==> config.mk <==
export PLATFORM = sky130hd
export DESIGN_NAME = pe_array_scan_ctrl
export DESIGN_NICKNAME = d
export VERILOG_FILES = /design/src/rtl/pe_ctrl_pkg.sv /design/src/rtl/pe_snake_scan.sv /design/src/rtl/pe_array_scan_ctrl.sv
export SDC_FILE = /design/constraint.sdc
export NUM_CORES = 1
export LEC_CHECK = 0
export ABC_AREA = 1
export CORE_UTILIZATION = 50
export DETAILED_ROUTE_END_ITERATION = 8
export HOLD_SLACK_MARGIN = 0.05
export PLACE_DENSITY = 0.81
export SLEW_MARGIN = 25
export SYNTH_ARGS = -nofsm -noshare
export SYNTH_HDL_FRONTEND = slang
export SYNTH_SLANG_ARGS = --single-unit
==> constraint.sdc <==
create_clock -name clk -period 5 [get_ports clk]
set_input_delay 1.5 -clock clk [delete_from_list [all_inputs] [get_ports clk]]
set_output_delay 1.5 -clock clk [all_outputs]
set_load 0.05 [all_outputs]
==> src/rtl/pe_ctrl_pkg.sv <==
// Shared types, codes and sizes for the PE-array scan controller.
// Optional SEARCH_ABORT_EN support lives in pe_array_scan_ctrl.
package pe_ctrl_pkg;

  localparam int unsigned CB_NUM         = 3;
  localparam int unsigned BLK_PIX        = 64;
  localparam int unsigned REF_FILL_BEATS = 8;
  localparam int unsigned SR_ROWS        = 8;
  localparam int unsigned SR_COLS        = 8;

  localparam int unsigned NCB_W   = 2;
  localparam int unsigned SLOT_W  = 3;
  localparam int unsigned COORD_W = 3;
  localparam int unsigned PIX_W   = $clog2(BLK_PIX);
  localparam int unsigned FILL_W  = $clog2(REF_FILL_BEATS);

  typedef enum logic [2:0] {
    IDLE,
    LOAD_CURR,
    REF_FILL,
    SEARCH,
    DONE
  } state_e;

  localparam logic [1:0] REF_UP1 = 2'b00;
  localparam logic [1:0] REF_UP8 = 2'b01;
  localparam logic [1:0] REF_DN1 = 2'b10;
  localparam logic [1:0] REF_DN8 = 2'b11;

  // Zero slots requested means one; never exceed the physical slot count.
  function automatic logic [SLOT_W-1:0] clamp_cb(input logic [NCB_W-1:0] ncb);
    if (ncb == '0) return SLOT_W'(1);
    if (32'(ncb) > CB_NUM) return SLOT_W'(CB_NUM);
    return SLOT_W'(ncb);
  endfunction

endpackage

==> src/rtl/pe_snake_scan.sv <==
// Snake-order candidate walker: down even columns, up odd columns, step right at column end.
module pe_snake_scan
  import pe_ctrl_pkg::*;
(
  input  logic               clk,
  input  logic               rst,
  input  logic               clear,
  input  logic               step,
  output logic [COORD_W-1:0] row,
  output logic [COORD_W-1:0] col,
  output logic [1:0]         ref_code,
  output logic               last
);

  logic row_end;

  always_comb begin
    row_end = col[0] ? (row == '0) : (row == COORD_W'(SR_ROWS - 1));
    last    = row_end && (col == COORD_W'(SR_COLS - 1));
    if (row_end)     ref_code = REF_DN8;
    else if (col[0]) ref_code = REF_UP1;
    else             ref_code = REF_DN1;
  end

  always_ff @(posedge clk) begin
    if (rst || clear) begin
      row <= '0;
      col <= '0;
    end else if (step && !last) begin
      if (row_end)     col <= col + COORD_W'(1);
      else if (col[0]) row <= row - COORD_W'(1);
      else             row <= row + COORD_W'(1);
    end
  end

endmodule

==> src/rtl/pe_array_scan_ctrl.sv <==
// Load / reference-fill / snake-search sequencer for the current/reference PE chain.
// Define SEARCH_ABORT_EN to add the abort input and aborted output.
module pe_array_scan_ctrl
  import pe_ctrl_pkg::*;
(
  input  logic               clk,
  input  logic               rst,
  input  logic               start,
  input  logic [NCB_W-1:0]   num_cb,
  input  logic               curr_valid,
`ifdef SEARCH_ABORT_EN
  input  logic               abort,
`endif
  output logic               curr_ready,
  output logic               in_curr_enable,
  output logic [SLOT_W-1:0]  CB_select,
  output logic               change_curr,
  output logic               change_ref,
  output logic [1:0]         ref_input_Control,
  output logic [SLOT_W-1:0]  abs_Control,
  output logic               sad_valid,
  output logic [COORD_W-1:0] cand_row,
  output logic [COORD_W-1:0] cand_col,
  output logic               busy,
`ifdef SEARCH_ABORT_EN
  output logic               aborted,
`endif
  output logic               done
);

  state_e              state_q, state_d;
  logic [SLOT_W-1:0]   n_q, slot_q, k_q;
  logic [PIX_W-1:0]    pix_q;
  logic [FILL_W-1:0]   fill_q;
  logic                accept, pix_last, slot_last, fill_last, k_last;
  logic                abort_hit, scan_step, scan_clear, scan_last;
  logic [1:0]          scan_code;

  always_comb begin
    accept    = curr_valid && (state_q == LOAD_CURR);
    pix_last  = (pix_q == PIX_W'(BLK_PIX - 1));
    slot_last = (slot_q == n_q - SLOT_W'(1));
    fill_last = (fill_q == FILL_W'(REF_FILL_BEATS - 1));
    k_last    = (k_q == n_q - SLOT_W'(1));
  end

`ifdef SEARCH_ABORT_EN
  logic aborted_q;
  assign abort_hit = abort && ((state_q == LOAD_CURR) || (state_q == REF_FILL) ||
                               (state_q == SEARCH));
  always_ff @(posedge clk) begin
    if (rst) aborted_q <= 1'b0;
    else     aborted_q <= abort_hit;
  end
`else
  assign abort_hit = 1'b0;
`endif

  // State register
  always_ff @(posedge clk) begin
    if (rst) state_q <= IDLE;
    else     state_q <= state_d;
  end

  // Next-state decode
  always_comb begin
    state_d = state_q;
    unique case (state_q)
      IDLE:      if (start) state_d = LOAD_CURR;
      LOAD_CURR: if (accept && pix_last && slot_last) state_d = REF_FILL;
      REF_FILL:  if (fill_last) state_d = SEARCH;
      SEARCH:    if (k_last && scan_last) state_d = DONE;
      DONE:      state_d = IDLE;
      default:   state_d = IDLE;
    endcase
    if (abort_hit) state_d = DONE;
  end

  // Pixel, slot, fill and abs-slot counters
  always_ff @(posedge clk) begin
    if (rst) begin
      n_q    <= '0;
      slot_q <= '0;
      pix_q  <= '0;
      fill_q <= '0;
      k_q    <= '0;
    end else begin
      unique case (state_q)
        IDLE: begin
          slot_q <= '0;
          pix_q  <= '0;
          fill_q <= '0;
          k_q    <= '0;
          if (start) n_q <= clamp_cb(num_cb);
        end
        LOAD_CURR: begin
          if (accept) begin
            if (pix_last) begin
              pix_q  <= '0;
              slot_q <= slot_q + SLOT_W'(1);
            end else begin
              pix_q <= pix_q + PIX_W'(1);
            end
          end
        end
        REF_FILL: fill_q <= fill_last ? '0 : fill_q + FILL_W'(1);
        SEARCH:   k_q <= k_last ? '0 : k_q + SLOT_W'(1);
        default: begin
          slot_q <= '0;
          pix_q  <= '0;
          fill_q <= '0;
          k_q    <= '0;
        end
      endcase
    end
  end

  // Move to the next candidate only when the search actually continues.
  assign scan_step  = (state_q == SEARCH) && k_last && (state_d == SEARCH);
  assign scan_clear = (state_q == REF_FILL);

  pe_snake_scan u_scan (
    .clk      (clk),
    .rst      (rst),
    .clear    (scan_clear),
    .step     (scan_step),
    .row      (cand_row),
    .col      (cand_col),
    .ref_code (scan_code),
    .last     (scan_last)
  );

  // Output decode
  always_comb begin
    curr_ready        = 1'b0;
    in_curr_enable    = 1'b0;
    CB_select         = '0;
    change_curr       = 1'b0;
    change_ref        = 1'b0;
    ref_input_Control = REF_UP1;
    abs_Control       = '0;
    sad_valid         = 1'b0;
    busy              = (state_q != IDLE);
    done              = 1'b0;
`ifdef SEARCH_ABORT_EN
    aborted           = 1'b0;
`endif
    unique case (state_q)
      LOAD_CURR: begin
        curr_ready     = 1'b1;
        in_curr_enable = curr_valid;
        CB_select      = slot_q;
      end
      REF_FILL: begin
        change_ref        = 1'b1;
        ref_input_Control = REF_DN1;
      end
      SEARCH: begin
        sad_valid   = 1'b1;
        abs_Control = k_q;
        // (0,0) with slot 0 only occurs on the SEARCH entry cycle.
        change_curr = (k_q == '0) && (cand_row == '0) && (cand_col == '0);
        if (k_last && !scan_last) begin
          change_ref        = 1'b1;
          ref_input_Control = scan_code;
        end
      end
      DONE: begin
        done = 1'b1;
`ifdef SEARCH_ABORT_EN
        aborted = aborted_q;
`endif
      end
      default: ;
    endcase
  end

endmodule

==> flow_summary.yaml, run 1 <==
min_path:
  min_from: "n_q[1]"
  whs_path_depth: 2
  holdCritPathClass: "reg2reg"
setup_path:
  r2r_slack_ns: 3.26
  crit_family: "buffers and inverters"
  cpMostUsedCell: "nand2_1"
  crit_path_start: "n_q[0]"
  reg2reg_from: "n_q[0]"
  max_stage_delay_ns: 0.79
  cp.required_ns: 3.50
  cp_num_buf_inv: 3
  critPathSlowestCell: "clkdlybuf4s50_1"
  crit_chain: "inv_1, ha_1, inv_1, nand2_1, nand2_1, nand3_2, nor2_4, nand2_1, nand2_1, o21a_1, clkdlybuf4s50_1"
  cp.arrival_ns: 2.76
  worstSetupPathType: "reg2out"
  cp_max_fo: 7
  worst_r2r_path_depth: 10
  end_kind: "output pin"
  crit_cells: 11
  cp-start-kind: "flip-flop"
placed_design:
  pre_cts_ws_ns: 0.918
  port_buffers: 26
  place_area_sq_um: 1910
  hpwl_microns: 2650
  dp_cells: 303
  place_congestion: 0.813
floorplan:
  num_rows: 20
  core_area_sq_um: 3050
  die_x_microns: 58.6
  io_pins: 27
  start_util: 0.525
  die_area_sq_um: 3440
  die_y_microns: 58.6
logic_synthesis:
  synth_edf_count: 0
  yosysMostFrequentCell: "nand2_1"
  synth_top_area_frac: 0.324
  yosysWarnings: 0
  synthTopCellsByCount: "nand2_1, inv_1, nor2_1"
  synth_cell_types: 31
  async_flop_share: 0
  synth_top_area_cell: "dfxtp_1"
  syn_area_sq_um: 1600
  synth_seq_cells: 26
  synth-seq-area-share: 0.324
  synth_area_leaders: "dfxtp_1, nand2_1, ha_1, inv_1, nor2_1"
  avgSynthCellArea_sq_um: 6.85
  synth_cells: 234
  synth_nets: 251
  synthFlopType: "dfxtp_1"
cts:
  cts_tree: "yes"
  cts_sinks: 26
  insertion_delay_ns: 0.34
  htree_levels: 1
  cts-buffers-inserted: 3
  cts_resized: 0
  clk_pin_slew_ns: 0.14
  root_buffer: "clkbuf_4"
  ctsHoldBuffers: 0
  cts_setup_buffers: 0
  cts_buffer_depth: 2
drt:
  remaining_drc_errors: 0
  drt-initial-drc-count: 107
  ant_nets: 0
  first_pass_iters: 4
  vias: 1515
  viasPerCell: 4.93
  wl_microns: 3420
  avgRoutedWirePerCell_microns: 11.1
finish:
  num-nets-final: 281
  utilization: 0.639
  drive_above_1_share: 0.0951
  antenna_cells: 0
  finalInstanceArea_sq_um: 1950
  instances_no_fill: 307
  area_growth_pct: 21.5
status:
  status: "finished, final reports clean"
sta:
  finalWorstSetupSlack_ns: 0.738
  setup_viol: 0
  finClkSkew_ns: 0.00139
  slew_headroom: 0.649
  worst_pin_slew_ns: 0.524
  rsz0062_at_grt: "false"
  period_share: 0.852
  fin_crit_ns: 4.26
  finalHoldViolCount: 0
  drv_slew: 0
  timing.fmax_ghz: 0.235
  fin_setup_tns_ns: 0
global_routing:
  grt_pass1_wl_microns: 5810
  antenna_found_initial: 0
  grt.overflow.total: 0
  grt_pass1_vias: 1373
  grt_use_total: 0.221
  grt_max_degree: 15
pwr:
  p_leak_nw: 0.841
  ir_worst_vdd_v: 0.000117
  p_per_area_nw_per_um2: 196
job:
  drv_cap: 0
[logic make-up (layout without fill, tap and decap cells)]
family | Yosys count | in the layout | synth area share
flip-flops | 26 | 26 | 0.324
buffers and inverters | 40 | 69 | 0.0952
AND/OR/NAND/NOR | 125 | 125 | 0.361
adder cells (fa/ha/maj) | 11 | 11 | 0.0905
AO/OA/AOI/OAI | 25 | 25 | 0.0905
XOR/XNOR | 7 | 7 | 0.0382
[layout by cell type (no fill, tap or decap), types with 2 or more instances in the layout]
cell type and n:
o21ai_1 2, inv_1 31, nand3_1 7, inv_2 7, clkdlybuf4s50_1 25, nand4_1 10, nor2_4 2, xor2_1 6
nand2_1 64, ha_1 10, o21ai_0 4, dfxtp_1 26, clkbuf_4 3, nor2_1 31, nor3_1 2, a21oi_1 15
[registers in the layout, summed over array words and instances (netlist names)]
name        count
pix_q           6
fill_q          3
k_q             3
slot_q          3
state_q         3
u_scan.col      3
u_scan.row      3
n_q             2
[where the power goes]
part           leakage, nW  switching (W)  internal, W
registers            0.210     0.00000266     0.000210
logic                0.609      0.0000372    0.0000194
clock network       0.0210      0.0000675    0.0000447
total                0.841       0.000107     0.000274
[area by class of cell]
cell class                      count  area [sq um]
Inverter                           39           149
Sequential cell                    26           520
Fill cell                         296          1100
Multi-Input combinational cell    168           931
Timing Repair Buffer               26           258
Tap cell                           44          55.1
Clock buffer                        4          36.3
[routing by layer]
metal,up-vias,part of all wire,GRT usage
li1,802,-,-
met1,677,0.49,0.281
met2,31,0.46,0.384
met3,5,0.035,0.0264
met4,0,0.017,0.0816
met5,-,0,0
[stage by stage]
stage	hold slack [ns]	total power, W
2_1_floorplan	0.441	0.000258
6_report	0.476	0.000382
3_5_place_dp	0.459	0.000274
5_1_grt	0.518	0.000398
3_3_place_gp	0.452	0.000273
4_1_cts	0.477	0.000382
[worst min-delay path: cells and delay by family (launching register included)]
kind	cells	cell delay (ns)
AO/OA/AOI/OAI	1	0.05
flip-flops	1	0.34
AND/OR/NAND/NOR	1	0.06
[path summary, 6_finish.rpt]
| check | to |
|---|---|
| hold reg to reg | n_q[1] |
| hold / removal | n_q[1] |
| setup / recovery | ref_input_Control[1] |
| setup reg to reg | u_scan.row[0] |
Power figures use the tool's default switching activity.
==> run 2: changes to the inputs <==
--- a/config.mk
+++ b/config.mk
@@ -6,10 +6,13 @@
 export NUM_CORES = 1
 export LEC_CHECK = 0
 export ABC_AREA = 1
-export CORE_UTILIZATION = 50
+export CELL_PAD_IN_SITES_DETAIL_PLACEMENT = 0
+export CELL_PAD_IN_SITES_GLOBAL_PLACEMENT = 2
+export CORE_UTILIZATION = 31
 export DETAILED_ROUTE_END_ITERATION = 8
 export HOLD_SLACK_MARGIN = 0.05
-export PLACE_DENSITY = 0.81
+export PLACE_DENSITY = 0.89
+export SETUP_SLACK_MARGIN = 0.15
 export SLEW_MARGIN = 25
 export SYNTH_ARGS = -nofsm -noshare
 export SYNTH_HDL_FRONTEND = slang
==> flow_summary.yaml, run 2 (synthesis results as in run 1) <==
sta:
  finClkSkew_ns: 0.0105
  setup_viol: 0
  fin_crit_ns: 4.23
  fin_setup_tns_ns: 0
  period_share: 0.847
  slew_headroom: 0.625
  worst_pin_slew_ns: 0.560
  drv_slew: 0
  finalWorstSetupSlack_ns: 0.767
  finalHoldViolCount: 0
  rsz0062_at_grt: "false"
  timing.fmax_ghz: 0.236
min_path:
  holdCritPathClass: "reg2reg"
drt:
  wl_microns: 3550
  avgRoutedWirePerCell_microns: 10.8
  vias: 1465
  drt-initial-drc-count: 48
  ant_nets: 0
  first_pass_iters: 4
  remaining_drc_errors: 0
  viasPerCell: 4.44
setup_path:
  crit_path_start: "n_q[0]"
  worst_r2r_path_depth: 10
  cp_max_fo: 7
  r2r_slack_ns: 3.23
  end_kind: "output pin"
  worstSetupPathType: "reg2out"
  crit_end: "ref_input_Control[1]"
  reg2reg_from: "n_q[0]"
  cp.arrival_ns: 2.73
  r2r-end: "u_scan.row[0]"
  cp-start-kind: "flip-flop"
  cp.required_ns: 3.50
floorplan:
  die_y_microns: 73.9
  start_util: 0.331
  die_area_sq_um: 5470
  io_pins: 27
  num_rows: 25
  die_x_microns: 73.9
  core_area_sq_um: 4850
global_routing:
  grt_pass1_vias: 1310
  grt_use_total: 0.141
  grt_max_degree: 15
  grt.overflow.total: 0
  use_met1: 0.193
  grt_pass1_wl_microns: 5960
  gr-max-usage-layer: "met2"
  met2_usage: 0.225
  antenna_found_initial: 0
  met3_usage: 0.0298
finish:
  fillers: 523
  mostFrequentLayoutCells: "nand2_1, inv_1, nor2_1, dfxtp_1, clkdlybuf4s50_1"
  final_common_cell: "nand2_1"
  drive_above_1_share: 0.0951
  regMostFlops: "pix_q"
  largest_reg_flops: 6
  area_growth_pct: 24.5
  antenna_cells: 0
  num-nets-final: 281
cts:
  cts_buffer_depth: 2
  htree_levels: 1
  root_buffer: "clkbuf_8"
  cts-buffers-inserted: 3
  cts_setup_buffers: 0
  insertion_delay_ns: 0.28
  cts_sinks: 26
  cts_tree: "yes"
  cts_resized: 0
  clk_pin_slew_ns: 0.10
  ctsHoldBuffers: 0
placed_design:
  place_congestion: 0.776
  hpwl_microns: 2760
  pre_cts_ws_ns: 0.932
  port_buffers: 26
status:
  status: "finished, final reports clean"
pwr:
  pwr-share-clk: 0.343
  p_leak_nw: 0.848
  switchingPower_w: 0.000111
  comb_power_share: 0.140
  p_per_area_nw_per_um2: 206
  seqPwrFrac: 0.517
  p_int_w: 0.000300
  netSwitchingFraction: 0.270
  ir_worst_vdd_v: 0.000115
  totalPowerFinal_w: 0.000411
job:
  drv_cap: 0
run 2: cell counts in the layout (fill, tap and decap cells not counted):
Identical to the previous run, type by type.
run 2: how the worst min path moves through the flow:
stage / from / end / slack (ns) / cells after the start
after detailed placement: n_q[1] / n_q[1] / 0.46 / 2
after floorplan: fill_q[0] / fill_q[0] / 0.44 / 1
after global placement: n_q[1] / n_q[1] / 0.46 / 2
after CTS: n_q[1] / n_q[1] / 0.47 / 2
after global routing: fill_q[0] / fill_q[0] / 0.50 / 1
final: fill_q[1] / fill_q[1] / 0.47 / 2
run 2: layout make-up:
type                       count  area (sq um)  area share
sequential                    26           520       0.261
clock buffer                   4          55.1      0.0276
multi-input combinational    168           931       0.466
inverter                      39           149      0.0746
timing repair buffer          26           258       0.129
tap                           67          83.8      0.0420
run 2: routing by layer:
layer	wire [microns]	vias up
li1	-	796
met1	1840	642
met2	1560	22
met3	112	5
met4	39	0
met5	0	-
run 2: stage by stage:
step,hold slack [ns],instances,instance area [sq um],util
2_1_floorplan,0.441,234,1600,-
3_3_place_gp,0.455,326,1940,0.401
3_5_place_dp,0.458,326,1940,0.401
4_1_cts,0.474,330,2000,0.412
5_1_grt,0.500,330,2000,0.412
6_report,0.471,330,2000,0.412
run 2: power by group through the flow:
| stage | clock, W | sequential (W) | combinational [W] |
|---|---|---|---|
| after floorplan | 0 | 0.000217 | 0.0000415 |
| after global placement | 0 | 0.000217 | 0.0000582 |
| after detailed placement | 0 | 0.000217 | 0.0000577 |
| after CTS | 0.000148 | 0.000212 | 0.0000579 |
| after global routing | 0.000155 | 0.000213 | 0.0000636 |
| final | 0.000141 | 0.000212 | 0.0000573 |
run 2: critical path, stage by stage (launching register included):
cell and delay (ns):
dfxtp_1 0.36, inv_1 0.09, ha_1 0.34, inv_1 0.08, nand2_1 0.05, nand2_1 0.09
nand3_2 0.19, nor2_4 0.18, nand2_1 0.07, nand2_1 0.09, o21a_1 0.13, clkdlybuf4s50_1 0.79
